==> src/rtl/step_counter_pkg.sv <==
// step_counter shared types
// direction and overflow-mode encodings
package step_counter_pkg;

  typedef enum logic {
    CNT_UP   = 1'b0,
    CNT_DOWN = 1'b1
  } cnt_dir_e;

  typedef enum logic {
    CNT_WRAP = 1'b0,
    CNT_SAT  = 1'b1
  } cnt_mode_e;

endpackage

==> src/rtl/step_counter_if.sv <==
// step_counter control/status bundle
// master drives controls, slave returns count and flags
interface step_counter_if #(
  parameter int WIDTH = 8
);
  import step_counter_pkg::*;

  logic             en_i;
  cnt_dir_e         dir_i;
  cnt_mode_e        mode_i;
  logic [WIDTH-1:0] step_i;
  logic             load_i;
  logic [WIDTH-1:0] load_val_i;
  logic [WIDTH-1:0] cnt_o;
  logic             wrap_o;
  logic             sat_o;

  modport master (
    output en_i, dir_i, mode_i,
    output step_i, load_i, load_val_i,
    input  cnt_o, wrap_o, sat_o
  );

  modport slave (
    input  en_i, dir_i, mode_i,
    input  step_i, load_i, load_val_i,
    output cnt_o, wrap_o, sat_o
  );

endinterface

==> src/rtl/step_counter_next.sv <==
// step_counter next-value datapath
// one step up/down with wrap or clamp
module step_counter_next
  import step_counter_pkg::*;
#(
  parameter int WIDTH = 8
) (
  input  logic [WIDTH-1:0] cnt,
  input  logic [WIDTH-1:0] step,
  input  cnt_dir_e         dir,
  input  cnt_mode_e        mode,
  output logic [WIDTH-1:0] nxt,
  output logic             wrap,
  output logic             sat
);

  logic [WIDTH:0] sum;
  logic [WIDTH:0] dif;
  logic [WIDTH:0] res;
  logic           ovf;

  // extra top bit carries the up-carry or down-borrow
  always_comb begin
    sum  = {1'b0, cnt} + {1'b0, step};
    dif  = {1'b0, cnt} - {1'b0, step};
    res  = (dir == CNT_DOWN) ? dif : sum;
    ovf  = res[WIDTH];
    nxt  = res[WIDTH-1:0];
    wrap = 1'b0;
    sat  = 1'b0;
    unique case (mode)
      CNT_WRAP: begin
        wrap = ovf;
      end
      CNT_SAT: begin
        if (ovf) begin
          nxt = (dir == CNT_UP) ? '1 : '0;
          sat = 1'b1;
        end
      end
    endcase
  end

endmodule

==> src/rtl/step_counter.sv <==
// step_counter top: count and flag registers
// priority reset > load > enable > hold
module step_counter
  import step_counter_pkg::*;
#(
  parameter int          WIDTH   = 8,
  parameter int unsigned RST_VAL = 1
) (
  input logic           clk,
  input logic           reset,
  step_counter_if.slave bus
);

  localparam logic [WIDTH-1:0] RST_V = RST_VAL[WIDTH-1:0];

  logic [WIDTH-1:0] cnt_q;
  logic             wrap_q;
  logic             sat_q;
  logic [WIDTH-1:0] nxt;
  logic             nxt_wrap;
  logic             nxt_sat;

  step_counter_next #(
    .WIDTH (WIDTH)
  ) u_next (
    .cnt  (cnt_q),
    .step (bus.step_i),
    .dir  (bus.dir_i),
    .mode (bus.mode_i),
    .nxt  (nxt),
    .wrap (nxt_wrap),
    .sat  (nxt_sat)
  );

  // wrap is a one-cycle pulse; sat holds while idle
  always_ff @(posedge clk or posedge reset) begin
    if (reset) begin
      cnt_q  <= RST_V;
      wrap_q <= 1'b0;
      sat_q  <= 1'b0;
    end else if (bus.load_i) begin
      cnt_q  <= bus.load_val_i;
      wrap_q <= 1'b0;
      sat_q  <= 1'b0;
    end else if (bus.en_i) begin
      cnt_q  <= nxt;
      wrap_q <= nxt_wrap;
      sat_q  <= nxt_sat;
    end else begin
      wrap_q <= 1'b0;
    end
  end

  assign bus.cnt_o  = cnt_q;
  assign bus.wrap_o = wrap_q;
  assign bus.sat_o  = sat_q;

endmodule

==> src/flat_wrapper.sv <==
// flat-port wrapper written by rule: the top's interface ports become plain ports
module step_counter_flat import step_counter_pkg::*;
#(
  parameter int          WIDTH   = 8,
  parameter int unsigned RST_VAL = 1
)
  (clk, reset, bus_en_i, bus_dir_i, bus_mode_i, bus_step_i, bus_load_i, bus_load_val_i, bus_cnt_o, bus_wrap_o, bus_sat_o);
  step_counter_if #(.WIDTH(WIDTH)) bus_i ();
  input logic clk;
  input logic reset;
  input wire logic [$bits(bus_i.en_i)-1:0] bus_en_i;
  input wire logic [$bits(bus_i.dir_i)-1:0] bus_dir_i;
  input wire logic [$bits(bus_i.mode_i)-1:0] bus_mode_i;
  input wire logic [$bits(bus_i.step_i)-1:0] bus_step_i;
  input wire logic [$bits(bus_i.load_i)-1:0] bus_load_i;
  input wire logic [$bits(bus_i.load_val_i)-1:0] bus_load_val_i;
  output wire logic [$bits(bus_i.cnt_o)-1:0] bus_cnt_o;
  output wire logic [$bits(bus_i.wrap_o)-1:0] bus_wrap_o;
  output wire logic [$bits(bus_i.sat_o)-1:0] bus_sat_o;
  assign bus_i.en_i = bus_en_i;
  assign bus_i.dir_i = bus_dir_i;
  assign bus_i.mode_i = bus_mode_i;
  assign bus_i.step_i = bus_step_i;
  assign bus_i.load_i = bus_load_i;
  assign bus_i.load_val_i = bus_load_val_i;
  assign bus_cnt_o = bus_i.cnt_o;
  assign bus_wrap_o = bus_i.wrap_o;
  assign bus_sat_o = bus_i.sat_o;
  step_counter #(.WIDTH(WIDTH), .RST_VAL(RST_VAL)) u_core (.clk(clk), .reset(reset), .bus(bus_i));
endmodule
==> config.mk <==
export PLATFORM = sky130hd
export DESIGN_NAME = step_counter_flat
export DESIGN_NICKNAME = d
export VERILOG_FILES = /design/src/rtl/step_counter_pkg.sv /design/src/rtl/step_counter_if.sv /design/src/rtl/step_counter_next.sv /design/src/rtl/step_counter.sv /design/src/flat_wrapper.sv
export SDC_FILE = /design/constraint.sdc
export NUM_CORES = 1
export LEC_CHECK = 0
export BUFFER_PORTS_ARGS = -buffer_cell sky130_fd_sc_hd__buf_2
export CORE_ASPECT_RATIO = 1.5
export CORE_MARGIN = 2
export CORE_UTILIZATION = 45
export CTS_CLUSTER_DIAMETER = 60
export DETAILED_ROUTE_END_ITERATION = 16
export PLACE_DENSITY = 0.78
export SYNTH_ARGS = -nofsm -noshare
export SYNTH_HDL_FRONTEND = slang
export SYNTH_SLANG_ARGS = --single-unit
==> constraint.sdc <==
create_clock -name clk -period 2.5 [get_ports clk]
set_input_delay 0.5 -clock clk [delete_from_list [all_inputs] [get_ports clk]]
set_output_delay 0.5 -clock clk [all_outputs]
set_load 0.005 [all_outputs]
======== Word level (Yosys, flattened, before mapping) ========
Cells that the tools add are included.
word-level totals
  register bits after elaboration ......... 10
  input port bits ......................... 22
  output and inout bits ................... 10
  word-level logic and storage cells ...... 19
cells by class
  $add $sub $neg .......................... 2
  mux-type cells .......................... 13
  reductions and logical operators ........ 1
operators with widths
  operator            count
  $mux W8             5
  $add A8 B8 Y9       1
  $mux W9             1
  $sub A8 B8 Y9       1
  $mux W1             7
  $reduce_bool A2 Y1  1

======== Longest topological paths before layout ========
  word-level depth ........................ 6
  depth in mapped cells ................... 12
  gate-level depth less buffers ........... 11

======== By module ========
Synthesis repeated with hierarchy kept, for this count alone.
unflattened totals
  cell total of the unflattened synthesis .. 127
  area, all modules ....................... 1106.1 um^2
by module, submodules not included
  module             instances  cells an instance  area each (um^2)  sequential area each (um^2)
  step_counter_next  1          85                 648.1             0.0
  step_counter       1          42                 457.9             251.5

======== Least setup slack after synthesis ========
Ideal clock, no wire load.
  path kind ............................... input -> register
  start point ............................. input port bus_dir_i
  end point ............................... register u_core.cnt_q[7] (netlist: u_core.bus.cnt_o[7])
  library setup time ...................... 0.081 ns
  data arrival time ....................... 2.719 ns
  required time ........................... 2.419 ns
  path slack .............................. -0.300 ns
  stages .................................. 10
  buffers on the path ..................... 2
  cells stage by stage .................... clkbuf_1 -> mux2i_1 -> fa_1 -> a211oi_2 -> o21ai_2 -> o31ai_4 -> xnor2_1 -> or4_1 -> buf_4 -> o211ai_2
on the way
  cells in the longest elaborated chain, start to end .. 5
  elaborated cells between the ends (all ways) .. 6
  classes of those cells .................. mux: 6
RTL lines
  what                                RTL line                                          RTL
  from (decl)                         flat_wrapper.sv:12                                input wire logic [$bits(bus_i.dir_i)-1:0] bus_dir_i;
  $mux W9 or $mux W8 (tied branches)  step_counter_next.sv:26, step_counter_next.sv:37
  $mux W8                             step_counter_next.sv:36                           if (ovf) begin
  $mux W8 *                           step_counter_next.sv:31                           unique case (mode)
  $mux W8 *                           step_counter.sv:45                                end else if (bus.en_i) begin
  $mux W8 *                           step_counter.sv:41                                end else if (bus.load_i) begin
  to (signal assigned)                step_counter.sv:42                                cnt_q <= bus.load_val_i;
  to (signal assigned)                step_counter.sv:46                                cnt_q <= nxt;
  to (decl)                           step_counter.sv:16                                logic [WIDTH-1:0] cnt_q;
Mark *: on every way between the ends. The rest lies on a longest branch, timed or not. The select of a mux whose other input is x is not followed.
A chain may end at the register's enable or synchronous reset.

======== Worst setup path after layout ========
  start point ............................. input port bus_step_i[4]
  end point ............................... register u_core.cnt_q[4] (netlist: u_core.bus.cnt_o[4])
on the way
  cells in the longest elaborated chain, start to end .. 6
  elaborated cells between the ends (all ways) .. 7
  classes of those cells .................. add/sub: 2; mux: 5
RTL lines
  what                                            RTL line                                          RTL
  from (decl)                                     flat_wrapper.sv:14                                input wire logic [$bits(bus_i.step_i)-1:0] bus_step_i;
  $add A8 B8 Y9 or $sub A8 B8 Y9 (tied branches)  step_counter_next.sv:24, step_counter_next.sv:25
  $mux W9 *                                       step_counter_next.sv:26                           res = (dir == CNT_DOWN) ? dif : sum;
  $mux W8                                         step_counter_next.sv:36
  $mux W8 *                                       step_counter_next.sv:31
  $mux W8 *                                       step_counter.sv:45
  $mux W8 *                                       step_counter.sv:41
Marked as above.

==> flow_summary.toml <==
[power_and_ir_drop]
irDropWorstVdd_mv = 0.532
combPwrFrac_pct = 64.5
p_sw_mw = 0.372
pwr-share-seq_pct = 23.7
cellLeakagePower_nw = 0.717
power.clock.fraction_pct = 11.8
power_density_mw_per_mm2 = 641
p_int_mw = 0.576
swShare_pct = 39.3

[yosys]
netlist.area_leader.share_pct = 22.5
syn_avg_cell_area_sq_um = 9.10
yosys.cell_types.count = 32
synth_area_leaders = "dfrtp_1 (23%), ha_1 (11%), o211ai_2 (10%)"
synth.area.mux_share_pct = 1.00
syn_area_sq_mm = 0.00100
synth_seq_cells = 10
synthSimpleGateAreaFrac_pct = 14.9
synth_top_family_by_area = "compound AO/OA/AOI/OAI gates"
yosys.area.top_type = "dfrtp_1"
synth-xor-area-share_pct = 11.4
syn-num-nets = 142
syn_inst = 110
synth_fa_ha_area_share_pct = 13.3
yosysSeqAreaShare_pct = 25.1
ys_warn_count = 0
synth-compound-area-share_pct = 28.7

[placed_design]
port_buffers = 31
dp.cells = 181
gp_congestion = 0.812
dp_slack_ns = -0.368
hpwl_microns = 2150

[clock_network]
cts_hold_buf = 0
cts_tree = "done"
worstSkewPairLatency_ns = 0.26
clock_tree.root_cell = "clkbuf_4"
path_clk_slew_ns = 0.07
cts_max_level = 1
cts_inserted_buffers = 3
clock_path_buffers = 2
cts.sinks = 10

[flow_run]
drv_cap = 0

[detailed_routing]
wl_microns = 2670
first_iter_violations = 30
dr_total_vias = 1042
viasPerCell = 5.57
wl_per_cell_microns = 14.3
postRouteAntennaNets = 0
drc = 0
firstDrtPassIters = 5

[die]
die_h_microns = 61.8
core_area_sq_mm = 0.00208
start_util_pct = 48.2
num_rows = 20
die-area_sq_mm = 0.00263
fp.dieW_microns = 42.5
io_pins = 32

[timing]
tightest_slew_ns = 0.397
max-slew-margin-rel_pct = 73.2
rsz0062_at_grt = "yes"
setup_ws_ns = 0.0316
fin_skew_ns = 0.00921
setup_viol = 0
setup-tns-final_ns = 0
post-route-min-period_ns = 2.47
fin_crit_sh_pct = 98.7
max_freq_mhz = 405
drv_slew = 0
finalHoldViolCount = 0

[global_routing]
grt_antenna_before_repair = 0
grt_pass1_vias = 1081
grt_pass1_wl_microns = 4770
grt_overflow = 0
grt_max_degree = 17
grtUsageTotal_pct = 23.8

[layout]
layout.cells.non_filler = 187
layout.nets = 198
drive_gt1_share_pct = 49.7
area_growth_pct = 47.9
layout_commonest_cell = "buf_2"
layout_common_cells = "buf_2 (27), buf_4 (24), a21oi_1 (9), xnor2_1 (9), dfrtp_1 (9)"
post-route-util_pct = 71.3
antennaDiodeCount = 0

[setup_path]
start_kind = "input pin"
worst-path-max-fanout = 8
cp-end-kind = "register"
required_ns = 2.67
critPathArrivalTime_ns = 2.64
critPathMaxStageDelay_ns = 0.53
r2r_slack_ns = 0.10
reg2regPathDepth = 10
path_cells = "buf_8, nor3_4, nor3b_4, a21oi_2, xnor2_1, ha_1, o21ai_1, nand2b_1, o31ai_4, xnor2_2, or4_4, o211ai_2"
cp_slowest_cell = "or4_4"
critPathKind = "in -> reg"

[outcome]
status = "completed"

[worst_hold_path]
holdCritPathClass = "in -> async"
==> final cells by class <==
class | instances | area, sq um
multi-input combinational | 86 | 752
fill | 157 | 597
timing repair buffer | 55 | 373
sequential | 10 | 251
inverter | 10 | 50.0
tap | 22 | 27.5
clock buffer | 4 | 26.3
==> final timing paths <==
kind | startpoint | endpoint
min in group clk | bus_mode_i | u_core.bus.wrap_o
setup / recovery | bus_step_i[4] | u_core.bus.cnt_o[4]
max in group asynchronous | reset | u_core.bus.cnt_o[0]
hold reg to reg | u_core.bus.cnt_o[6] | u_core.bus.cnt_o[6]
setup reg to reg | u_core.bus.cnt_o[0] | u_core.bus.cnt_o[4]
hold / removal | reset | u_core.bus.sat_o
==> synth_stat cells <==
cell type	number
nand2b_1	3
xor2_1	3
buf_4	1
nor3b_1	5
o41ai_1	1
nor2b_1	2
inv_1	10
ha_1	9
a22oi_1	3
clkbuf_1	3
o2111ai_1	1
nand2_1	2
o21ai_2	1
nand3_1	2
a21o_1	1
dfrtp_1	9
xnor2_1	10
a21oi_1	10
mux2i_1	1
o211ai_2	8
o211ai_1	1
dfstp_2	1
or4_1	1
o31ai_4	1
o21bai_2	1
a31oi_1	2
o22ai_1	1
nor2_1	8
o21ai_0	2
nor3_1	5
a211oi_2	1
fa_1	1
==> layer usage <==
metal	up-vias	global-route usage [%]	wire length, microns
li1	515	-	-
met1	492	27.4	1030
met2	33	47.0	1500
met3	2	1.16	118
met4	0	8.04	22
met5	-	0	0
==> critical path: cells and delay by family <==
family / cells / cell delay [ns]
AO/OA/AOI/OAI: 4 / 0.33
XOR/XNOR: 2 / 0.29
AND/OR/NAND/NOR: 4 / 1.13
adder cells (fa/ha/maj): 1 / 0.30
buffers and inverters: 1 / 0.10
==> registers in the layout (all words and copies together) (netlist names) <==
name,cells
u_core.bus.cnt_o,8
u_core.bus.sat_o,1
u_core.bus.wrap_o,1
==> metrics by stage <==
step,instance area (sq um),total power [mW],hold slack (ns)
finish,1480,0.949,0.201
global route,1480,1.03,0.236
CTS,1460,0.952,0.200
detailed placement,1390,0.817,0.488
global placement,1390,0.792,0.489
floorplan,1050,0.586,0.339
==> repair_timing <==
action                                  in CTS  in global routing
pin swaps                                    3                  2
endpoints found under the hold margin        0                  0
buffers inserted                             3                  0
resized for setup                            8                  7
endpoints found under the setup margin       8                  8
==> power groups by stage <==
stage / Clock [mW] / Combinational (mW) / Sequential [mW]
3_5_place_dp: 0 / 0.589 / 0.227
4_1_cts: 0.119 / 0.609 / 0.225
2_1_floorplan: 0 / 0.360 / 0.226
6_report: 0.112 / 0.612 / 0.225
5_1_grt: 0.127 / 0.669 / 0.229
3_3_place_gp: 0 / 0.566 / 0.225
==> logic make-up after synthesis <==
| group | Yosys count |
|---|---|
| compound gates | 34 |
| simple gates | 28 |
| buf+inv | 14 |
| xor+xnor | 13 |
| fa+ha+maj | 10 |
| flops | 10 |
| mux | 1 |
(Power assumes the default switching activity.)
